`config.mk`:
```
export PLATFORM = sky130hd
export DESIGN_NAME = brick_renderer
export DESIGN_NICKNAME = d
export VERILOG_FILES = /design/src/rtl/brick_renderer.sv
export SDC_FILE = /design/constraint.sdc
export NUM_CORES = 1
export LEC_CHECK = 0
export CORE_MARGIN = 2
export CORE_UTILIZATION = 45
export CTS_BUF_LIST = sky130_fd_sc_hd__clkbuf_8
export DETAILED_ROUTE_END_ITERATION = 7
export GPL_ROUTABILITY_DRIVEN = 0
export GPL_TIMING_DRIVEN = 0
export PLACE_DENSITY = 0.75
export SLEW_MARGIN = 40
export SYNTH_ARGS = -nofsm -noshare
export SYNTH_HDL_FRONTEND = slang
export SYNTH_SLANG_ARGS = --single-unit
```
`constraint.sdc`:
```
create_clock -name pxl_clk -period 1.7 [get_ports pxl_clk]
set_input_delay 0.255 -clock pxl_clk [delete_from_list [all_inputs] [get_ports pxl_clk]]
set_output_delay 0.255 -clock pxl_clk [all_outputs]
set_load 0.1 [all_outputs]
```
`src/rtl/brick_renderer.sv`:
```
// Breakout pixel renderer: decodes border, ball, paddle and brick field from VGA
// counters, with a vsync-counted win/lose flash. Every output is 2 pxl_clk cycles behind hcount/vcount.
module brick_renderer #(
  parameter int H_ACTIVE       = 640,
  parameter int V_ACTIVE       = 480,
  parameter int BORDER         = 16,
  parameter int NUM_ROWS       = 3,
  parameter int BLOCKS_PER_ROW = 8,
  parameter int BLOCK_W_LOG2   = 6,
  parameter int BLOCK_H        = 16,
  parameter int ROW_PITCH      = 24,
  parameter int BLK_X0         = 64,
  parameter int BLK_Y0         = 48,
  parameter int PADDLE_Y       = 440,
  parameter int PADDLE_H       = 8,
  parameter int PADDLE_HALF    = 32,
  parameter int BALL_R         = 3,
  parameter int RGB_W          = 3,
  parameter int FLASH_FRAMES   = 8
) (
  input  logic                               pxl_clk,
  input  logic                               reset,
  input  logic [9:0]                         hcount,
  input  logic [9:0]                         vcount,
  input  logic                               vsync,
  input  logic [9:0]                         ball_x,
  input  logic [9:0]                         ball_y,
  input  logic [9:0]                         paddle_x,
  input  logic [NUM_ROWS*BLOCKS_PER_ROW-1:0] block_status,
  input  logic                               win,
  input  logic                               lose,
  output logic [RGB_W-1:0]                   rgb,
  output logic                               drawing_player,
  output logic [NUM_ROWS-1:0]                drawing_block,
  output logic [3:0]                         block_col,
  output logic [1:0]                         flash_state
);

  localparam int COL_W = $clog2(BLOCKS_PER_ROW);
  localparam int ROW_W = (NUM_ROWS > 1) ? $clog2(NUM_ROWS) : 1;
  localparam int CNT_W = (FLASH_FRAMES > 1) ? $clog2(FLASH_FRAMES) : 1;

  localparam logic [10:0] H_ACT_L      = 11'(H_ACTIVE);
  localparam logic [10:0] V_ACT_L      = 11'(V_ACTIVE);
  localparam logic [10:0] BORDER_L     = 11'(BORDER);
  localparam logic [10:0] RBORDER_L    = 11'(H_ACTIVE - BORDER);
  localparam logic [10:0] BALL_R_L     = 11'(BALL_R);
  localparam logic [10:0] PAD_Y_L      = 11'(PADDLE_Y);
  localparam logic [10:0] PAD_Y_END_L  = 11'(PADDLE_Y + PADDLE_H);
  localparam logic [10:0] PAD_HALF_L   = 11'(PADDLE_HALF);
  localparam logic [10:0] FIELD_X0_L   = 11'(BLK_X0);
  localparam logic [10:0] FIELD_X1_L   = 11'(BLK_X0 + (BLOCKS_PER_ROW << BLOCK_W_LOG2));
  localparam logic [CNT_W-1:0] CNT_LAST = CNT_W'(FLASH_FRAMES - 1);

  typedef enum logic [1:0] {
    ST_PLAY      = 2'd0,
    ST_FLASH_ON  = 2'd1,
    ST_FLASH_OFF = 2'd2
  } flash_state_e;

  flash_state_e     state_q, state_d;
  logic [CNT_W-1:0] frame_cnt_q, frame_cnt_d;
  logic             vsync_prev_q;
  logic             vsync_rise;

  // ---------------- stage 1: region decode ----------------
  logic [10:0] h, v, bx, by, px;
  logic [10:0] dx, dy, pad_left, pad_right;
  logic        vis_d, border_d, ball_d, paddle_d, in_field_x;
  logic [3:0]  col_d;
  logic [COL_W-1:0] col_sel;
  logic [NUM_ROWS-1:0] row_hit, row_alive;
  logic [ROW_W-1:0]    row_idx_d;

  assign h  = {1'b0, hcount};
  assign v  = {1'b0, vcount};
  assign bx = {1'b0, ball_x};
  assign by = {1'b0, ball_y};
  assign px = {1'b0, paddle_x};

  assign vis_d    = (h < H_ACT_L) && (v < V_ACT_L);
  assign border_d = (h < BORDER_L) || (h >= RBORDER_L) || (v < BORDER_L);

  assign dx     = (h >= bx) ? (h - bx) : (bx - h);
  assign dy     = (v >= by) ? (v - by) : (by - v);
  assign ball_d = (dx < BALL_R_L) && (dy < BALL_R_L);

  // Left paddle edge saturates at 0 so a paddle hugging the wall does not wrap.
  assign pad_left  = (px < PAD_HALF_L) ? 11'd0 : (px - PAD_HALF_L);
  assign pad_right = px + PAD_HALF_L;
  assign paddle_d  = (v >= PAD_Y_L) && (v < PAD_Y_END_L) &&
                     (h >= pad_left) && (h < pad_right);

  assign in_field_x = (h >= FIELD_X0_L) && (h < FIELD_X1_L);
  assign col_d      = in_field_x ? 4'((h - FIELD_X0_L) >> BLOCK_W_LOG2) : 4'd0;
  assign col_sel    = col_d[COL_W-1:0];

  for (genvar gi = 0; gi < NUM_ROWS; gi++) begin : g_row
    localparam logic [10:0] ROW_TOP = 11'(BLK_Y0 + gi * ROW_PITCH);
    localparam logic [10:0] ROW_END = 11'(BLK_Y0 + gi * ROW_PITCH + BLOCK_H);
    logic [BLOCKS_PER_ROW-1:0] row_bits;
    assign row_bits      = block_status[gi*BLOCKS_PER_ROW +: BLOCKS_PER_ROW];
    assign row_hit[gi]   = in_field_x && (v >= ROW_TOP) && (v < ROW_END);
    assign row_alive[gi] = row_hit[gi] && row_bits[col_sel];
  end

  always_comb begin
    row_idx_d = '0;
    for (int r = 0; r < NUM_ROWS; r++) begin
      if (row_hit[r]) row_idx_d = ROW_W'(r);
    end
  end

  logic                vis_q, border_q, ball_q, paddle_q, alive_q;
  logic [NUM_ROWS-1:0] row_hit_q;
  logic [ROW_W-1:0]    row_idx_q;
  logic [3:0]          col_q;

  always_ff @(posedge pxl_clk or posedge reset) begin
    if (reset) begin
      vis_q     <= 1'b0;
      border_q  <= 1'b0;
      ball_q    <= 1'b0;
      paddle_q  <= 1'b0;
      alive_q   <= 1'b0;
      row_hit_q <= '0;
      row_idx_q <= '0;
      col_q     <= '0;
    end else begin
      vis_q     <= vis_d;
      border_q  <= border_d;
      ball_q    <= ball_d;
      paddle_q  <= paddle_d;
      alive_q   <= |row_alive;
      row_hit_q <= row_hit;
      row_idx_q <= row_idx_d;
      col_q     <= col_d;
    end
  end

  // ---------------- stage 2: colour and flags ----------------
  logic [RGB_W-1:0]    brick_sum, brick_rgb, rgb_d;
  logic                player_d;
  logic [NUM_ROWS-1:0] block_d;
  logic [3:0]          bcol_d;

  assign brick_sum = RGB_W'(row_idx_q) + RGB_W'(col_q);
  assign brick_rgb = (brick_sum == '0) ? RGB_W'(3) : brick_sum;

  always_comb begin
    rgb_d = '0;
    if (!vis_q) begin
      rgb_d = '0;
    end else if (state_q == ST_FLASH_ON) begin
      if (win)       rgb_d = '1;
      else if (lose) rgb_d = RGB_W'(1);
    end else if (state_q == ST_FLASH_OFF) begin
      rgb_d = '0;
    end else if (border_q) begin
      rgb_d = RGB_W'(2);
    end else if (ball_q || paddle_q) begin
      rgb_d = '1;
    end else if (alive_q) begin
      rgb_d = brick_rgb;
    end
  end

  assign player_d = vis_q && paddle_q && !border_q;
  assign block_d  = vis_q ? row_hit_q : '0;
  assign bcol_d   = (|block_d) ? col_q : 4'd0;

  always_ff @(posedge pxl_clk or posedge reset) begin
    if (reset) begin
      rgb            <= '0;
      drawing_player <= 1'b0;
      drawing_block  <= '0;
      block_col      <= '0;
    end else begin
      rgb            <= rgb_d;
      drawing_player <= player_d;
      drawing_block  <= block_d;
      block_col      <= bcol_d;
    end
  end

  // ---------------- flash FSM ----------------
  assign vsync_rise = vsync && !vsync_prev_q;

  always_comb begin
    state_d     = state_q;
    frame_cnt_d = frame_cnt_q;
    if (!win && !lose) begin
      state_d     = ST_PLAY;
      frame_cnt_d = '0;
    end else if (state_q == ST_PLAY) begin
      // Entry cycle ignores any coincident vsync edge.
      state_d     = ST_FLASH_ON;
      frame_cnt_d = '0;
    end else if (vsync_rise) begin
      if (frame_cnt_q == CNT_LAST) begin
        state_d     = (state_q == ST_FLASH_ON) ? ST_FLASH_OFF : ST_FLASH_ON;
        frame_cnt_d = '0;
      end else begin
        frame_cnt_d = frame_cnt_q + 1'b1;
      end
    end
  end

  always_ff @(posedge pxl_clk or posedge reset) begin
    if (reset) begin
      state_q      <= ST_PLAY;
      frame_cnt_q  <= '0;
      vsync_prev_q <= 1'b0;
    end else begin
      state_q      <= state_d;
      frame_cnt_q  <= frame_cnt_d;
      vsync_prev_q <= vsync;
    end
  end

  assign flash_state = state_q;

endmodule

```
======== Word-level counts from Yosys, hierarchy flattened ========
Index checks and enable logic that the tools add are counted.
storage, ports and cells
  register bits after elaboration ......... 31
  bits of input ports ..................... 79
  logic and storage cells ................. 115
  output and inout port bits .............. 13
cells by class
  multiplexer cells ....................... 32
  $add $sub $neg .......................... 9
  magnitude comparators ................... 23
  equal/unequal tests ..................... 3
  reduce and logical (&&, ||, !) cells .... 33
operator list
  cell                                                                     number
  10-bit by 10-bit subtractor with 11-bit output                           4
  3-bit 2-to-1 mux                                                         13
  11-bit 2-to-1 mux                                                        3
  10-bit by 7-bit >= comparator with 1-bit output (second input constant)  3
  10-bit by 7-bit < comparator with 1-bit output (second input constant)   3
  11-bit by 2-bit < comparator with 1-bit output (second input constant)   2
  10-bit >= comparator                                                     2
  10-bit < comparator (second input constant)                              2
  10-bit by 5-bit < comparator with 1-bit output (second input constant)   2
  10-bit by 9-bit < comparator with 1-bit output (second input constant)   2
  1-bit logical AND                                                        19
  2-bit 2-to-1 mux                                                         6
  10-bit by 6-bit adder with 11-bit output (second input constant)         1
  10-bit by 11-bit >= comparator with 1-bit output                         1
  10-bit by 11-bit < comparator with 1-bit output                          1
  10-bit by 6-bit subtractor with 11-bit output (second input constant)    1
  10-bit >= comparator (second input constant)                             1
  10-bit by 6-bit >= comparator with 1-bit output (second input constant)  1
  10-bit by 9-bit >= comparator with 1-bit output (second input constant)  1
  10-bit by 6-bit < comparator with 1-bit output (second input constant)   1
  10-bit by 7-bit subtractor with 10-bit output (second input constant)    1
  1-bit binary-select mux with 3-bit select                                3
  4-bit 2-to-1 mux                                                         2
  3-bit nonzero test                                                       2
  13 further kinds                                                         23

======== Longest topological paths before layout ========
Gate-level depths: netlist (run 1).
  word-level depth ........................ 9
  mapped depth ............................ 15
  depth with buffers taken out ............ 14

======== Least setup slack after synthesis (run 1) ========
No wires, ideal clock.
  kind .................................... input -> register
  start point ............................. in hcount[6]
  end point ............................... reg ball_q
  path buffers ............................ 2
  required time ........................... 1.599 ns
  stages .................................. 10
  path slack .............................. -0.751 ns
  data arrival time ....................... 2.350 ns
  setup time .............................. 0.101 ns
  cell sequence ........................... clkbuf_1 > inv_1 > ha_1 > buf_4 > or4b_1 > nand2_1 > nand4_1 > o31ai_1 > a31oi_1 > nor4_1
on the way
  cells in the longest elaborated chain, start to end .. 4
  elaborated cells between the ends (all ways) .. 6
  classes of those cells .................. add/sub (2); order compare (2); mux (1); reduce/logical (1)
RTL lines
  item                                                                                    line  source
  start, declared                                                                         23    input logic [9:0] hcount,
  10-bit by 10-bit subtractor with 11-bit output or 10-bit >= comparator (tied branches)  84    assign dx = (h >= bx) ? (h - bx) : (bx - h);
  11-bit 2-to-1 mux (*)                                                                   84
  11-bit by 2-bit < comparator with 1-bit output (*)                                      86    assign ball_d = (dx < BALL_R_L) && (dy < BALL_R_L);
  1-bit logical AND (*)                                                                   86
  net ball_d                                                                              69    logic vis_d, border_d, ball_d, paddle_d, in_field_x;
  end signal, assigned                                                                    132   ball_q <= ball_d;
  end, declared                                                                           114   logic vis_q, border_q, ball_q, paddle_q, alive_q;
The timed path passes the listed nets; every way through them passes the cells marked *.
A chain may end at the register's enable or synchronous reset.

======== Final worst setup path (run 1) ========
  start point ............................. in ball_y[6]
  end point ............................... reg ball_q
on the way
  cells in the longest elaborated chain, start to end .. 4
  elaborated cells between the ends (all ways) .. 6
  classes of those cells .................. add/sub (2); order compare (2); mux (1); reduce/logical (1)
RTL lines
  item                                                                                    line  source
  start, declared                                                                         27    input logic [9:0] ball_y,
  10-bit by 10-bit subtractor with 11-bit output or 10-bit >= comparator (tied branches)  85    assign dy = (v >= by) ? (v - by) : (by - v);
  11-bit 2-to-1 mux (*)                                                                   85
  11-bit by 2-bit < comparator with 1-bit output (*)                                      86
  1-bit logical AND (*)                                                                   86
  net ball_d                                                                              69
Marked as above.

==> flow_summary.yaml, run 1 <==
cells_and_area:
  design_area_mm2: 0.00589
  regArea_um2: 753
  synthToLayoutAreaGrowth_pct: 42.2
  final_util: 0.669
  drive_above_1_share: 0.261
  antenna_cells: 0
  multi_input_area_mm2: 0.00339
  fill_cells: 722
  nets: 785
  layout.cells.non_filler: 744
drt:
  ant_nets: 0
  avgViaCountPerCell: 5.76
  via_count: 4286
  drtIter0Drc: 159
  wl_per_cell_um: 15.5
  dr.pass1.iters: 5
  drc_errors: 0
  drt-total-wl_um: 11600
yosys:
  synth_fp_nets: 663
  synth_top_family_by_area: "compound AO/OA/AOI/OAI gates"
  async_flop_share: 1.00
  ys_seq_area_frac: 0.181
  synth-compound-area-share: 0.237
  synth_area_leader_cell: "ha_1"
  synth_xor_area_frac: 0.0402
  synthTopCellsByCount: "inv_1, ha_1, dfrtp_1, nor2_1"
  synthAdderAreaFrac: 0.224
  ys_ff_latch: 30
  synthesis.area_mm2: 0.00414
  yosys.area_share.simple: 0.186
  synth_edf_count: 0
  synth_most_common_cell: "inv_1"
  yosys.cell_types.count: 59
  syn_inst: 513
  synthMuxAreaShare: 0.0399
  ys.flop_type: "dfrtp_1"
  syn_area_per_cell_um2: 8.07
  synth_top_area_frac: 0.200
  synth_area_leaders: "ha_1, dfrtp_1, inv_1, a21oi_1, o21ai_0"
  synth_warnings: 0
sta:
  fin_skew_ps: 3.10
  hold_violations: 0
  period_share: 1.47
  setup_viol: 5
  fmax_mhz: 400
  setup_ws_ps: -803
  max_slew.worst_pin.slew_ps: 577
  fin_crit_ps: 2500
  drv_slew: 0
  slew_headroom: 0.615
  rsz0062_at_grt: "true"
  hold_ws_ps: 249
clock_tree:
  cts_max_path_buffers: 2
  cts.sinks: 30
  hold_buffers: 0
  path_clk_slew_ps: 60
  cts_tree: "done"
  insertion_delay_ps: 270
  numCtsBuffers: 5
  htree_levels: 2
  ctsRootBufferMaster: "clkbuf_8"
pwr:
  p_leak_nw: 2.78
  total_power_w: 0.00293
  peakVddDrop_mv: 0.273
  powerDensity_mw_per_mm2: 498
setup_path:
  crit_fanout: 8
  start_kind: "input pin"
  cp_num_buf_inv: 1
  required_ps: 1870
  cpPeakStageDelay_ps: 530
  critPathArrivalTime_ps: 2670
  crit_type: "in -> reg"
  critPathTopFamily: "compound AO/OA/AOI/OAI gates"
  critPathCaptureType: "register"
  slowest_stage: "clkdlybuf4s50_1"
  crit_chain: "clkdlybuf4s50_1 > ha_2 > or2_2 > o31ai_1 > a31oi_2 > a21o_1 > a21oi_2 > nand2_1 > o221a_1 > nor4_2"
floorplanning:
  rows: 34
  core_area_mm2: 0.00881
  ioPinCount: 92
  initial_utilization: 0.470
  die_area_mm2: 0.00998
  die_y_um: 99.9
  dieWidth_um: 99.9
flow_run:
  drv_cap: 0
place:
  port-buffer-count: 89
  placed_cells: 710
  dp_hpwl_um: 8630
  postPlaceCellArea_mm2: 0.00523
grt:
  grt_start_max_net_pins: 31
  grt_pass1_wl_um: 18900
  grt.overflow.total: 0
  antenna_found_initial: 0
  grt_usage: 0.228
  grt_pass1_vias: 4254
status:
  status: "finished with violations"
  violations: "negative setup slack"
hold_path:
  hold_path_class: "in -> reg"
-- cell usage in the layout, fill, tap and decap left out, drive strengths merged, types with 15 or more instances in the layout --
cell,Yosys,routed
a21o,15,15
clkdlybuf4s50,0,40
inv,69,69
dfrtp,30,30
clkbuf,10,17
ha,66,66
o21ai,26,26
nand2,28,28
buf,9,65
a21oi,30,30
nor2,31,32
-- final timing paths --
| kind | startpoint | endpoint | slack [ps] | cells past startpoint |
|---|---|---|---|---|
| setup / recovery | ball_y[6] | ball_q | -800 | 10 |
| hold / removal | vcount[5] | row_idx_q[0] | 250 | 2 |
| setup reg to reg | row_idx_q[0] | rgb[0] | -190 | 10 |
| hold reg to reg | col_q[3] | block_col[3] | 490 | 1 |
| max in group asynchronous | reset | flash_state[0] | 930 | 2 |
| min in group asynchronous | reset | rgb[0] | 360 | 2 |
-- sequential cells by signal (all words and copies together) (netlist names) --
| name | flops |
|---|---|
| vsync_prev_q | 1 |
| drawing_player | 1 |
| vis_q | 1 |
| flash_state | 2 |
| row_hit_q | 3 |
| paddle_q | 1 |
| col_q | 4 |
| frame_cnt_q | 3 |
| ball_q | 1 |
| alive_q | 1 |
| border_q | 1 |
| drawing_block | 3 |
| row_idx_q | 1 |
| rgb | 3 |
| block_col | 4 |
-- report_power, final --
group / total, W / switching, W / internal [W]
clock network: 0.000643 / 0.000236 / 0.000408
registers: 0.000756 / 0.0000170 / 0.000739
logic: 0.00153 / 0.000797 / 0.000734
-- worst register-to-register path: cells and delay by family, from the launching register on --
kind                     cells  cell delay, ps
AND/OR/NAND/NOR              3             300
AO/OA/AOI/OAI                4             450
flip-flops                   1             380
XOR/XNOR                     1             160
adder cells (fa/ha/maj)      2             540
-- layout make-up --
class	instances	area share
multi-input cells	396	0.575
plain buffers	17	0.0315
clock buffers	8	0.0187
inverters	69	0.0495
well taps	108	0.0230
flip-flops and latches	30	0.128
repair buffers	116	0.174
-- logic make-up after synthesis --
logic type,Yosys count
flip-flops,30
XOR/XNOR,19
adder cells (fa/ha/maj),71
AND/OR/NAND/NOR,148
buffers and inverters,88
multiplexers,15
AO/OA/AOI/OAI,142
-- per-stage QoR --
stage | TNS (ps) | setup WS, ps
3_5_place_dp | -8400 | -1700
3_3_place_gp | -8160 | -1660
2_1_floorplan | -1390 | -623
4_1_cts | -1470 | -761
5_1_grt | -2080 | -845
6_report | -1560 | -803
-- repair_timing --
action,4_1_cts,5_1_grt
buffers inserted,22,5
setup endpoints to repair,10,6
resized for setup,185,20
pin swaps,45,19
gates cloned,1,0
-- routing by layer --
metal	wire [µm]	GRT usage
met1	4860	0.272
met5	0	0
met2	5970	0.429
met4	258	0.0664
met3	470	0.0237
No activity file was read; power rests on OpenSTA's default activity.
==> run 2, diff against run 1 <==
--- a/config.mk
+++ b/config.mk
@@ -10,7 +10,6 @@
 export CTS_BUF_LIST = sky130_fd_sc_hd__clkbuf_8
 export DETAILED_ROUTE_END_ITERATION = 7
 export GPL_ROUTABILITY_DRIVEN = 0
-export GPL_TIMING_DRIVEN = 0
 export PLACE_DENSITY = 0.75
 export SLEW_MARGIN = 40
 export SYNTH_ARGS = -nofsm -noshare
==> run 2 against run 1 <==
  * The flow still finishes with violations (negative setup slack)
  * Count of clock-buffer cells in the layout decreased by 2
  * Clock power is 11% lower
  * Cell count is 14% higher
  * Register-to-register slack got worse by 30 ps
  * Sequential share of layout area down 1.8 points
  * Critical path depth grew 4
  * Total power is 6.7% higher
  * Die area did not move
  * Combinational power up 17%
  * Fmax is 2.6% higher
  * Routed wire length is 18% higher
  * Sequential cell count stayed put
  * Critical endpoint unchanged
  * Largest power group unchanged
==> flow_summary.yaml, run 2 (synthesized netlist as in run 1, its figures left out) <==
drt:
  wl_per_cell_um: 16.1
  via_count: 4758
  drtIter0Drc: 213
  dr.pass1.iters: 5
  ant_nets: 0
  avgViaCountPerCell: 5.61
  drc_errors: 0
  drt-total-wl_um: 13600
setup_path:
  crit_start: "ball_x[0]"
  crit_fanout: 2
  reg2reg_from: "col_q[0]"
  crit_type: "in -> reg"
  critPathCaptureType: "register"
  required_ps: 1890
  start_kind: "input pin"
  critPathArrivalTime_ps: 2630
floorplanning:
  core_area_mm2: 0.00881
  die_y_um: 99.9
  rows: 34
  initial_utilization: 0.470
  ioPinCount: 92
  die_area_mm2: 0.00998
  dieWidth_um: 99.9
sta:
  fin_skew_ps: 3.01
  period_share: 1.44
  slew_headroom: 0.725
  drv_slew: 0
  fin_tns_setup_ps: -1790
  setup_ws_ps: -740
  fin_crit_ps: 2440
  hold_violations: 0
  max_slew.worst_pin.slew_ps: 409
  setup_viol: 6
  fmax_mhz: 410
  rsz0062_at_grt: "true"
pwr:
  seqPwrFrac: 0.244
  p_int_w: 0.00199
  p_clk_frac: 0.183
  p_sw_frac: 0.364
  p_sw_w: 0.00114
  peakVddDrop_mv: 0.266
  total_power_w: 0.00313
  p_leak_nw: 3.33
  powerDensity_mw_per_mm2: 455
  combPwrFrac: 0.573
grt:
  grt.overflow.total: 0
  grt_usage: 0.275
  antenna_found_initial: 0
  grt_pass1_wl_um: 22600
  grt_pass1_vias: 5048
  grt_start_max_net_pins: 31
place:
  dp_hpwl_um: 10300
  placed_cells: 812
  port-buffer-count: 91
cells_and_area:
  final_common_cell: "buf_4"
  layout.cells.non_filler: 848
  drive_above_1_share: 0.361
  largestRegisters: "block_col (4), col_q (4)"
  nets: 889
  synthToLayoutAreaGrowth_pct: 66.0
  antenna_cells: 0
  final_cell_mix: "buf_4, inv_1, clkdlybuf4s50_1, ha_1"
clock_tree:
  cts_max_path_buffers: 2
  htree_levels: 2
  ctsRootBufferMaster: "clkbuf_8"
  cts_tree: "done"
  hold_buffers: 0
  numCtsBuffers: 5
  insertion_delay_ps: 280
  cts.sinks: 30
  path_clk_slew_ps: 60
hold_path:
  hold_path_class: "in -> async"
flow_run:
  drv_cap: 0
status:
  violations: "negative setup slack"
  status: "finished with violations"
[run 2: cell types whose count changed in the layout (fill, tap and decap cells not counted), sizes merged]
| cell | delta |
|---|---|
| inv | +1 |
| clkdlybuf4s15 | -3 |
| clkbuf | -9 |
| dlymetal6s2s | +2 |
| clkinv | +1 |
| clkdlybuf4s50 | +6 |
| buf | +105 |
| dlygate4sd2 | +1 |
[run 2: stage by stage]
| stage | utilization | area, µm² | setup WS, ps | hold WS, ps |
|---|---|---|---|---|
| 2_1_floorplan | - | 4270 | -623 | 286 |
| 3_3_place_gp | 0.701 | 6170 | -1340 | 469 |
| 3_5_place_dp | 0.701 | 6170 | -1350 | 476 |
| 4_1_cts | 0.772 | 6800 | -723 | 351 |
| 6_report | 0.780 | 6870 | -740 | 338 |
| 5_1_grt | 0.780 | 6870 | -875 | 381 |
[run 2: routing by layer]
metal / vias to the layer above / part of all wire / GRT usage
met3: 41 / 0.047 / 0.0376
met2: 171 / 0.53 / 0.523
met4: 0 / 0.032 / 0.103
met1: 2253 / 0.39 / 0.310
met5: - / 0 / 0
li1: 2293 / - / -
[run 2: power groups by stage]
stage               clock network, W  registers, W  logic [W]
global route                0.000616      0.000766    0.00193
floorplan                          0      0.000808   0.000824
CTS                         0.000584      0.000763    0.00171
detailed placement                 0      0.000774    0.00155
global placement                   0      0.000773    0.00149
finish                      0.000572      0.000764    0.00179
[run 2: critical path: stages]
cell	delay, ps
buf_6	70
buf_6	90
ha_4	120
inv_2	40
fa_2	390
a21oi_2	170
o211ai_1	130
or4b_1	520
nand2_1	90
nand4_1	150
buf_4	190
nor2_4	80
a221oi_2	70
nor4_1	250
[run 2: layout make-up]
class / count / area (µm²)
Sequential cell: 30 / 753
Clock buffer: 6 / 82.6
Fill cell: 577 / 1930
Timing Repair Buffer: 237 / 2180
Multi-Input combinational cell: 396 / 3430
Inverter: 69 / 284
Tap cell: 108 / 135
Clock inverter: 2 / 8.76
[run 2: path summary, 6_finish.rpt]
kind                                       end  slack (ps)  cells past startpoint
worst max-delay path                    ball_q        -740                     14
worst min-delay path                    rgb[2]         340                      3
worst max register to register          rgb[0]        -220                     10
worst min register to register    block_col[3]         500                      1
max in group asynchronous       flash_state[1]        1080                      3
min in group pxl_clk              vsync_prev_q         450                      1
[run 2: repair_timing]
| action | CTS | global route |
|---|---|---|
| endpoints found under the setup margin | 11 | 7 |
| cloned | 1 | 0 |
| buffers inserted | 24 | 4 |
| pin swaps | 41 | 24 |
| gates resized for setup | 141 | 18 |
| hold endpoints to repair | 0 | 0 |
